File: config.mk
export PLATFORM = sky130hd
export DESIGN_NAME = switch_event_arbiter_flat
export DESIGN_NICKNAME = d
export VERILOG_FILES = /design/src/rtl/switch_event_arbiter_if.sv /design/src/rtl/switch_event_arbiter.sv /design/src/flat_wrapper.sv
export SDC_FILE = /design/constraint.sdc
export NUM_CORES = 1
export LEC_CHECK = 0
export ABC_AREA = 0
export BUFFER_PORTS_ARGS = -buffer_cell sky130_fd_sc_hd__clkbuf_2
export CAP_MARGIN = 20
export CORE_MARGIN = 3
export CORE_UTILIZATION = 50
export CTS_CLUSTER_DIAMETER = 30
export DETAILED_ROUTE_END_ITERATION = 7
export PLACE_DENSITY = 0.77
export SYNTH_ARGS = -nofsm -noshare
export SYNTH_HDL_FRONTEND = slang
export SYNTH_SLANG_ARGS = --single-unit
File: constraint.sdc
create_clock -name i_Clk -period 3.8 [get_ports i_Clk]
set_clock_uncertainty 0.2 [all_clocks]
set_input_delay 0 -clock i_Clk [delete_from_list [all_inputs] [get_ports i_Clk]]
set_output_delay 0 -clock i_Clk [all_outputs]
set_load 0.01 [all_outputs]
File: src/rtl/switch_event_arbiter_if.sv
// Switch/event bundle for switch_event_arbiter.
//   i_Switch      : raw push-button levels, channels 0-3
//   o_LED         : per-channel toggle state
//   o_Event_Valid : one-cycle pulse for a granted release event
//   o_Event_Id    : channel of the granted event (valid with o_Event_Valid)
//   o_Pending     : per-channel releases not yet granted
// slave  : the arbiter side (drives the outputs)
// master : the stimulus side (drives the switches)
interface switch_event_arbiter_if;
  logic [3:0] i_Switch;
  logic [3:0] o_LED;
  logic       o_Event_Valid;
  logic [1:0] o_Event_Id;
  logic [3:0] o_Pending;

  modport slave (
    input  i_Switch,
    output o_LED,
    output o_Event_Valid,
    output o_Event_Id,
    output o_Pending
  );

  modport master (
    output i_Switch,
    input  o_LED,
    input  o_Event_Valid,
    input  o_Event_Id,
    input  o_Pending
  );
endinterface

File: src/rtl/switch_event_arbiter.sv
// Four-channel push-button front end: synchronize, debounce, detect releases,
// and grant one release event per clock in round-robin order. Each grant
// toggles that channel's LED.
//   i_Clk   : system clock, rising edge
//   i_Reset : asynchronous active-high reset
//   bus     : switch_event_arbiter_if.slave (i_Switch in; o_LED, o_Event_Valid,
//             o_Event_Id, o_Pending out, all registered)
module switch_event_arbiter #(
  parameter int unsigned DEBOUNCE_LIMIT = 250000
) (
  input logic                  i_Clk,
  input logic                  i_Reset,
  switch_event_arbiter_if.slave bus
);

  localparam int unsigned CntW = $clog2(DEBOUNCE_LIMIT);
  localparam logic [CntW-1:0] CntMax = CntW'(DEBOUNCE_LIMIT - 1);

  logic [3:0]      sync1_q, sync2_q;
  logic [3:0]      stable_q, stable_d;
  logic [3:0]      stable_dly_q;
  logic [CntW-1:0] cnt_q [4];
  logic [CntW-1:0] cnt_d [4];
  logic [3:0]      pending_q, pending_d;
  logic [3:0]      led_q, led_d;
  logic            valid_q, valid_d;
  logic [1:0]      id_q, id_d;
  logic [1:0]      ptr_q, ptr_d;

  logic [3:0]      release_det;
  logic            grant_valid;
  logic [1:0]      grant_id;
  logic [1:0]      idx;
  logic [3:0]      grant_oh;

  // Debounce: the counter saturates at CntMax, where the stable level flips.
  always_comb begin
    stable_d = stable_q;
    for (int i = 0; i < 4; i++) begin
      cnt_d[i] = cnt_q[i];
      if (sync2_q[i] == stable_q[i]) begin
        cnt_d[i] = '0;
      end else if (cnt_q[i] != CntMax) begin
        cnt_d[i] = cnt_q[i] + 1'b1;
      end else begin
        stable_d[i] = sync2_q[i];
        cnt_d[i]    = '0;
      end
    end
  end

  // A stable 1->0 seen one edge ago becomes pending on the next edge.
  assign release_det = stable_dly_q & ~stable_q;

  // Round-robin search starting at the pointer, wrapping 3->0.
  always_comb begin
    grant_valid = 1'b0;
    grant_id    = ptr_q;
    idx         = ptr_q;
    for (int k = 0; k < 4; k++) begin
      idx = ptr_q + 2'(k);
      if (!grant_valid && pending_q[idx]) begin
        grant_valid = 1'b1;
        grant_id    = idx;
      end
    end
  end

  always_comb begin
    grant_oh  = grant_valid ? (4'b0001 << grant_id) : 4'b0000;
    // A new release on the grant edge survives the clear.
    pending_d = (pending_q & ~grant_oh) | release_det;
    led_d     = led_q ^ grant_oh;
    valid_d   = grant_valid;
    id_d      = grant_valid ? grant_id : id_q;
    ptr_d     = grant_valid ? grant_id + 2'd1 : ptr_q;
  end

  always_ff @(posedge i_Clk or posedge i_Reset) begin
    if (i_Reset) begin
      sync1_q      <= '0;
      sync2_q      <= '0;
      stable_q     <= '0;
      stable_dly_q <= '0;
      for (int i = 0; i < 4; i++) cnt_q[i] <= '0;
      pending_q    <= '0;
      led_q        <= '0;
      valid_q      <= 1'b0;
      id_q         <= '0;
      ptr_q        <= '0;
    end else begin
      sync1_q      <= bus.i_Switch;
      sync2_q      <= sync1_q;
      stable_q     <= stable_d;
      stable_dly_q <= stable_q;
      for (int i = 0; i < 4; i++) cnt_q[i] <= cnt_d[i];
      pending_q    <= pending_d;
      led_q        <= led_d;
      valid_q      <= valid_d;
      id_q         <= id_d;
      ptr_q        <= ptr_d;
    end
  end

  assign bus.o_LED         = led_q;
  assign bus.o_Event_Valid = valid_q;
  assign bus.o_Event_Id    = id_q;
  assign bus.o_Pending     = pending_q;

endmodule
File: src/flat_wrapper.sv
// flat-port wrapper written by rule: the top's interface ports become plain ports
module switch_event_arbiter_flat 
#(
  parameter int unsigned DEBOUNCE_LIMIT = 250000
)
  (i_Clk, i_Reset, bus_i_Switch, bus_o_LED, bus_o_Event_Valid, bus_o_Event_Id, bus_o_Pending);
  switch_event_arbiter_if bus_i ();
  input logic i_Clk;
  input logic i_Reset;
  input wire logic [$bits(bus_i.i_Switch)-1:0] bus_i_Switch;
  output wire logic [$bits(bus_i.o_LED)-1:0] bus_o_LED;
  output wire logic [$bits(bus_i.o_Event_Valid)-1:0] bus_o_Event_Valid;
  output wire logic [$bits(bus_i.o_Event_Id)-1:0] bus_o_Event_Id;
  output wire logic [$bits(bus_i.o_Pending)-1:0] bus_o_Pending;
  assign bus_i.i_Switch = bus_i_Switch;
  assign bus_o_LED = bus_i.o_LED;
  assign bus_o_Event_Valid = bus_i.o_Event_Valid;
  assign bus_o_Event_Id = bus_i.o_Event_Id;
  assign bus_o_Pending = bus_i.o_Pending;
  switch_event_arbiter #(.DEBOUNCE_LIMIT(DEBOUNCE_LIMIT)) u_core (.i_Clk(i_Clk), .i_Reset(i_Reset), .bus(bus_i));
endmodule
Yosys cells after proc, flatten, opt, wreduce, memory -nomap -nowiden
Index checks and enable logic that the tools add are counted.
{ "word_totals": {"register_bits": 101, "in_bits": 6, "output_inout_bits": 11} }
{ "classes": {"n_addsub": 8, "order_cmp": 4, "eq_ne": 8, "n_shift": 1, "n_mux": 24, "bitwise": 14, "n_reduce_logical": 10} }
{ "op_table": {"columns": ["operator", "count"], "rows": [
  ["18-bit 2-to-1 mux", 8],
  ["18-bit by 1-bit adder with 18-bit output, second input constant", 4],
  ["18-bit inequality test, second input constant", 4],
  ["2-bit by 3-bit < comparator with 1-bit output, second input constant", 4],
  ["4-bit bitwise AND", 2],
  ["1-bit binary-select mux with 2-bit select", 4],
  ["1-bit 2-to-1 mux", 8],
  ["1-bit NOT", 8],
  ["4-bit NOT", 2],
  ["2-bit AND reduction", 4],
  ["2-bit 2-to-1 mux", 3],
  ["2-bit by 1-bit adder with 2-bit output, second input constant", 2],
  ["2-bit adder, second input constant", 2],
  ["1-bit == test", 4],
  ["4-bit 2-to-1 mux", 1],
  ["4-bit bitwise OR", 1],
  ["1-bit by 2-bit left shift with 4-bit output, first input constant", 1],
  ["4-bit XOR", 1],
  ["1-bit logical AND", 3],
  ["1-bit zero test", 3]
]} }

Logic depth before layout (Yosys ltp)
Gate-level depths: netlist (run 1).
{ "depth": {"ltp_word": 17, "ltp_mapped": 7, "ltp_nobuf": 7} }

Worst setup path before layout (run 1)
No wires, ideal clock.
{ "synth_timing": {"path_type": "flip-flop to flip-flop", "from": "register u_core.cnt_q[36] (netlist name)", "to": "register u_core.cnt_q[45] (netlist name)", "t_arrival_ps": 1668, "required_ps": 3479, "setup_slack_ps": 1811, "path_stages_with_launch": 6, "path_buffers": 1, "period_less_slack_ps": 1989, "path_cell_list": "dfrtp_1 ha_1 nand3_1 o41ai_4 buf_2 nor2_1"} }
{ "synth_lines": {"columns": ["element", "line", "text"], "rows": [
  ["start: declaration", "switch_event_arbiter.sv:22", "logic [CntW-1:0] cnt_q [4];"]
]} }

==> results.yml, run 1 <==
route:
  drt_wl_total_um: 8490
  drc: 0
  vias_per_cell: 5.37
  met1Wirelength_um: 3950
  wl_per_cell_um: 13.9
  met2_length_um: 4200
  vias: 3289
  firstDrtPassIters: 4
  wl_met3_um: 272
  top_layer: "met4"
  antenna_left: 0
  drtIter0Drc: 167
worst_setup_path:
  crit_type: "reg -> reg"
  r2r_start: "u_core.cnt_q[36]$_DFF_PP0_"
  r2r-end: "u_core.cnt_q[51]$_DFF_PP0_"
  setup.worst_path.start_class: "register"
  arrival_ns: 2.45
  ff2ff_path_depth: 4
  crit_path_end_kind: "register"
  cp.required_ns: 3.81
  r2r_setup_slack_ns: 1.37
  crit_fanout: 18
sta:
  tns_ns: 0
  hold_violations: 0
  finalSetupViolations: 0
  worst_slew_pin_slew_ns: 0.982
  whs_ns: 0.0662
  final_max_slew_viol_count: 0
  finalWorstSetupSlack_ns: 1.37
  post-route-period-util_pct: 64.1
  slew_headroom_pct: 34.3
  rsz0062_at_grt: "false"
  finalCriticalPeriod_ns: 2.43
  fmax_mhz: 411
grt:
  grt_max_degree: 76
  antenna_found_initial: 0
  grt_pass1_vias: 3254
  grt_usage_pct: 17.3
  grt_pass1_wl_um: 14800
  grt.overflow.total: 0
clock_network:
  cts_root_buf: "clkbuf_8"
  cts-hold-fix-buffers: 5
  cts_buffer_depth: 2
  post_cts_buffers: 0
  numClockSinks: 101
  cts_buffers: 9
  ctsResizeCount: 0
  insertion_delay_ns: 0.37
  clk_pin_slew_worst_paths_ns: 0.10
  cts.htree.levels: 3
  cts_tree: "done"
worst_hold_path:
  hold_end: "u_core.sync1_q[3]$_DFF_PP0_"
  hold_depth: 2
  hold_class: "in -> reg"
  min_from: "bus_i_Switch[3]"
final_layout:
  final_common_cell: "dfrtp_1"
  n_antenna_cell: 0
  ff_latch_area_um2: 2530
  layout.core_utilization_pct: 58.0
  finalNetCount: 496
  multi_input_area_um2: 2090
  area_growth_pct: 9.72
  drive_gt1_share_pct: 9.65
  finalNonFillerCells: 613
  fillCellCount: 772
  mostFrequentLayoutCells: "dfrtp_1, nor2_1, xnor2_1, nand2_1, nand3_1"
synthesis:
  yosys_most_used_dff: "dfrtp_1"
  synth_nets: 471
  yosys_warnings: 0
  ys_seq_area_share_pct: 53.2
  synth-edff-count: 0
  syn-cell-area_um2: 4750
  synth_seq_cells: 101
  ys_async_sr_fraction_pct: 100
  avgSynthCellArea_um2: 10.4
  synth.distinct_cells: 38
  synthCells: 457
floorplan:
  io_pins: 17
  die_h_um: 103
  dieArea_um2: 10700
  initial_core_util_pct: 52.9
  die_w_um: 103
  fp-row-count: 34
  coreArea_um2: 8980
placement:
  pre_cts_ws_ns: 1.39
  place_inst: 592
  dp_hpwl_um: 5750
  port_buffers: 16
  gp_congestion: 0.833
outcome:
  status: "complete, no violations"
power_and_ir_drop:
  ir_drop_mv: 0.215
  p_per_area_nw_per_um2: 361
  p_leak_nw: 2.24
flow_run:
  drv_cap: 0
[worst max-delay path by stage]
stage / slack [ns] / endpoint / startpoint / cells past startpoint
after CTS: 1.38 / u_core.cnt_q[51]$_DFF_PP0_ / u_core.cnt_q[36]$_DFF_PP0_ / 4
final: 1.37 / u_core.cnt_q[51]$_DFF_PP0_ / u_core.cnt_q[36]$_DFF_PP0_ / 4
after floorplan: 0.95 / u_core.bus.o_Event_Id[0]$_DFFE_PP0P_ / i_Reset / 1
after global routing: 1.19 / u_core.cnt_q[10]$_DFF_PP0_ / u_core.cnt_q[0]$_DFF_PP0_ / 4
after global placement: 1.52 / u_core.cnt_q[47]$_DFF_PP0_ / u_core.cnt_q[36]$_DFF_PP0_ / 4
after detailed placement: 1.39 / u_core.cnt_q[51]$_DFF_PP0_ / u_core.cnt_q[36]$_DFF_PP0_ / 4
[where the power goes]
group          switching [W]  total [W]  internal (W)
clock               0.000395   0.000714      0.000320
sequential         0.0000134    0.00110       0.00109
combinational      0.0000438  0.0000647     0.0000209
total               0.000452    0.00188       0.00143
[critical path, stage by stage, from the launching register on]
cell and delay (ns):
dfrtp_1 0.41, ha_1 0.20, nand3_1 0.34, o41ai_4 0.98, nor2_1 0.14
[cell type report]
type / instances / share of cell area [%]
Timing Repair Buffer: 22 / 2.64
Clock inverter: 7 / 1.66
Sequential cell: 101 / 48.5
Tap cell: 126 / 3.03
Multi-Input combinational cell: 325 / 40.1
Inverter: 23 / 1.71
Clock buffer: 9 / 2.38
[flip-flops by register name (all words and copies together) (netlist names)]
name,flops
u_core.sync2_q,4
u_core.bus.o_Pending,4
u_core.sync1_q,4
u_core.ptr_q,2
u_core.bus.o_LED,4
u_core.bus.o_Event_Valid,1
u_core.stable_dly_q,4
u_core.bus.o_Event_Id,2
u_core.cnt_q,72
u_core.stable_q,4
[per-stage QoR]
stage / area (um^2) / power, W
after global placement: 4950 / 0.00118
final: 5210 / 0.00188
after global routing: 5210 / 0.00196
after floorplan: 4750 / 0.00117
after detailed placement: 4950 / 0.00119
after CTS: 5210 / 0.00191
[Yosys cell counts (5+ instances only)]
cell       n  share of area [%]
nor4_1    25                3.3
or3_1      7               0.92
nand3_1   26                2.7
a21oi_1   10                1.1
o21ai_0    9               0.95
o22ai_1    6               0.79
nor3_1    12                1.3
xor2_1    19                3.5
inv_1     22                1.7
nand2_1   30                2.4
xnor2_1   45                8.3
nand4_1   15                2.0
nor2_1    74                5.8
or4_1      5               0.79
dfrtp_1  101                 53
ha_1       8                2.1
[per-layer routing]
| layer | GRT usage [%] | up-vias |
|---|---|---|
| li1 | - | 1634 |
| met1 | 23.5 | 1611 |
| met2 | 27.9 | 37 |
| met3 | 4.90 | 7 |
| met4 | 3.88 | 0 |
| met5 | 0 | - |
[logic make-up (layout without fill, tap and decap cells)]
kind of cell | count (synthesis) | in the layout | share of synthesized area (%)
simple gates | 215 | 215 | 23.1
flops | 101 | 101 | 53.2
xor+xnor | 64 | 64 | 11.8
compound gates | 34 | 34 | 6.01
buf+inv | 31 | 61 | 2.79
fa+ha+maj | 8 | 8 | 2.11
mux | 4 | 4 | 0.949
Power figures use the tool's default switching activity.
==> inputs of run 2 (changes only) <==
==> constraint.sdc (replaced) <==
create_clock -name i_Clk -period 2.49 [get_ports i_Clk]
set_clock_uncertainty 0.2 [all_clocks]
set_input_delay 0 -clock i_Clk [delete_from_list [all_inputs] [get_ports i_Clk]]
set_output_delay 0 -clock i_Clk [all_outputs]
set_load 0.01 [all_outputs]
==> run 2 against run 1 <==
Sequential share of layout area decreased by 0.72 points. Sequential power increased by 53%. Routed wire length decreased by 0.14%. Largest power group unchanged. Worst hold slack got worse by 0.024 ns. Worst setup slack got worse by 1.0 ns. Critical path type unchanged. Largest cell class unchanged. Design area increased by 1.5%. Via count increased by 1.0%. Critical path depth increased by 1. Highest routed layer unchanged.
==> results.yml, run 2 (synthesis gave the netlist of run 1 again) <==
worst_setup_path:
  cp.required_ns: 2.58
  crit_type: "reg -> reg"
  arrival_ns: 2.23
  ff2ff_path_depth: 5
  setup.worst_path.start_class: "register"
  crit_fanout: 7
  crit_path_end_kind: "register"
grt:
  grt_usage_pct: 17.5
  grt.overflow.total: 0
  grt_max_degree: 37
  grt_pass1_wl_um: 14900
  antenna_found_initial: 0
  grt_pass1_vias: 3254
final_layout:
  regMostFlops: "u_core.cnt_q"
  area_growth_pct: 11.4
  mostFrequentLayoutCells: "dfrtp_1, nor2_1, xnor2_1, nand2_1, nand3_1"
  fillCellCount: 763
  largest_reg_flops: 72
  drive_gt1_share_pct: 11.6
  final_common_cell: "dfrtp_1"
  finalNetCount: 507
  n_antenna_cell: 0
clock_network:
  cts_buffers: 9
  numClockSinks: 101
  cts.htree.levels: 3
  cts_root_buf: "clkbuf_8"
  insertion_delay_ns: 0.36
  ctsResizeCount: 0
  clk_pin_slew_worst_paths_ns: 0.10
  cts_buffer_depth: 2
  cts_tree: "done"
route:
  wl_per_cell_um: 13.6
  vias_per_cell: 5.33
  firstDrtPassIters: 4
  drt_wl_total_um: 8480
  drc: 0
  drtIter0Drc: 109
  antenna_left: 0
  vias: 3323
sta:
  post-route-period-util_pct: 86.2
  final_max_slew_viol_count: 0
  tns_ns: 0
  rsz0062_at_grt: "false"
  whs_ns: 0.0421
  worst_slew_pin_slew_ns: 0.569
  hold_violations: 0
  fmax_mhz: 466
  finalCriticalPeriod_ns: 2.15
  finalSetupViolations: 0
  slew_headroom_pct: 62.0
power_and_ir_drop:
  p_per_area_nw_per_um2: 526
  ir_drop_mv: 0.413
  p_leak_nw: 2.28
floorplan:
  dieArea_um2: 10700
  coreArea_um2: 8980
  io_pins: 17
  fp-row-count: 34
  initial_core_util_pct: 52.9
  die_w_um: 103
  die_h_um: 103
outcome:
  status: "complete, no violations"
placement:
  dp_hpwl_um: 6100
  port_buffers: 16
  gp_congestion: 0.852
worst_hold_path:
  hold_class: "in -> async"
flow_run:
  drv_cap: 0
-- run 2: what timing repair did --
action                                 in CTS  in global routing
buffers inserted                            0                  0
hold buffers                                5                  0
endpoints found under the hold margin     105                  0
-- run 2: metal layers --
layer | share of wire (%) | vias up | GRT usage (%)
met5 | 0 | - | 0
met4 | 0.99 | 0 | 3.88
met3 | 3.2 | 8 | 3.82
met2 | 49 | 44 | 28.4
met1 | 47 | 1616 | 24.2
li1 | - | 1655 | -
-- run 2: path summary, 6_finish.rpt --
check | startpoint | endpoint | slack, ns
setup / recovery | u_core.cnt_q[54]$_DFF_PP0_ | u_core.cnt_q[70]$_DFF_PP0_ | 0.34
hold / removal | i_Reset | u_core.cnt_q[1]$_DFF_PP0_ | 0.04
setup reg to reg | u_core.cnt_q[54]$_DFF_PP0_ | u_core.cnt_q[70]$_DFF_PP0_ | 0.34
hold reg to reg | u_core.sync1_q[0]$_DFF_PP0_ | u_core.sync2_q[0]$_DFF_PP0_ | 0.16
max in group asynchronous | i_Reset | u_core.cnt_q[14]$_DFF_PP0_ | 1.38
min in group i_Clk | bus_i_Switch[3] | u_core.sync1_q[3]$_DFF_PP0_ | 0.08
-- run 2: final cells by class --
cell class | instances | area, um^2 | share of cell area (%)
inverters | 23 | 90.1 | 1.70
flip-flops and latches | 101 | 2530 | 47.8
clock buffers | 11 | 151 | 2.86
multi-input cells | 325 | 2090 | 39.5
clock inverters | 5 | 41.3 | 0.781
well taps | 126 | 158 | 2.98
repair buffers | 33 | 233 | 4.40
-- run 2: per-stage QoR --
stage                     std cells  instance area (um^2)  total power, W  util, %  worst slack (ns)
after floorplan                 457                  4750         0.00178        -             0.501
after global placement          603                  5050         0.00182     56.2             0.438
after detailed placement        603                  5050         0.00182     56.2             0.358
after CTS                       624                  5290         0.00282     58.9             0.347
after global routing            624                  5290         0.00291     58.9             0.209
final                           624                  5290         0.00278     58.9             0.344
-- run 2: critical path, stage by stage (launching register included) --
cell	delay [ns]
dfrtp_1	0.40
ha_1	0.25
nand3_2	0.19
or4_1	0.58
or3_1	0.32
a21oi_1	0.16
-- run 2: report_power, final --
part	internal [W]	switching [W]	total, W
clock	0.000431	0.000558	0.000989
combinational	0.0000416	0.0000692	0.000111
sequential	0.00166	0.0000198	0.00168
total	0.00213	0.000647	0.00278
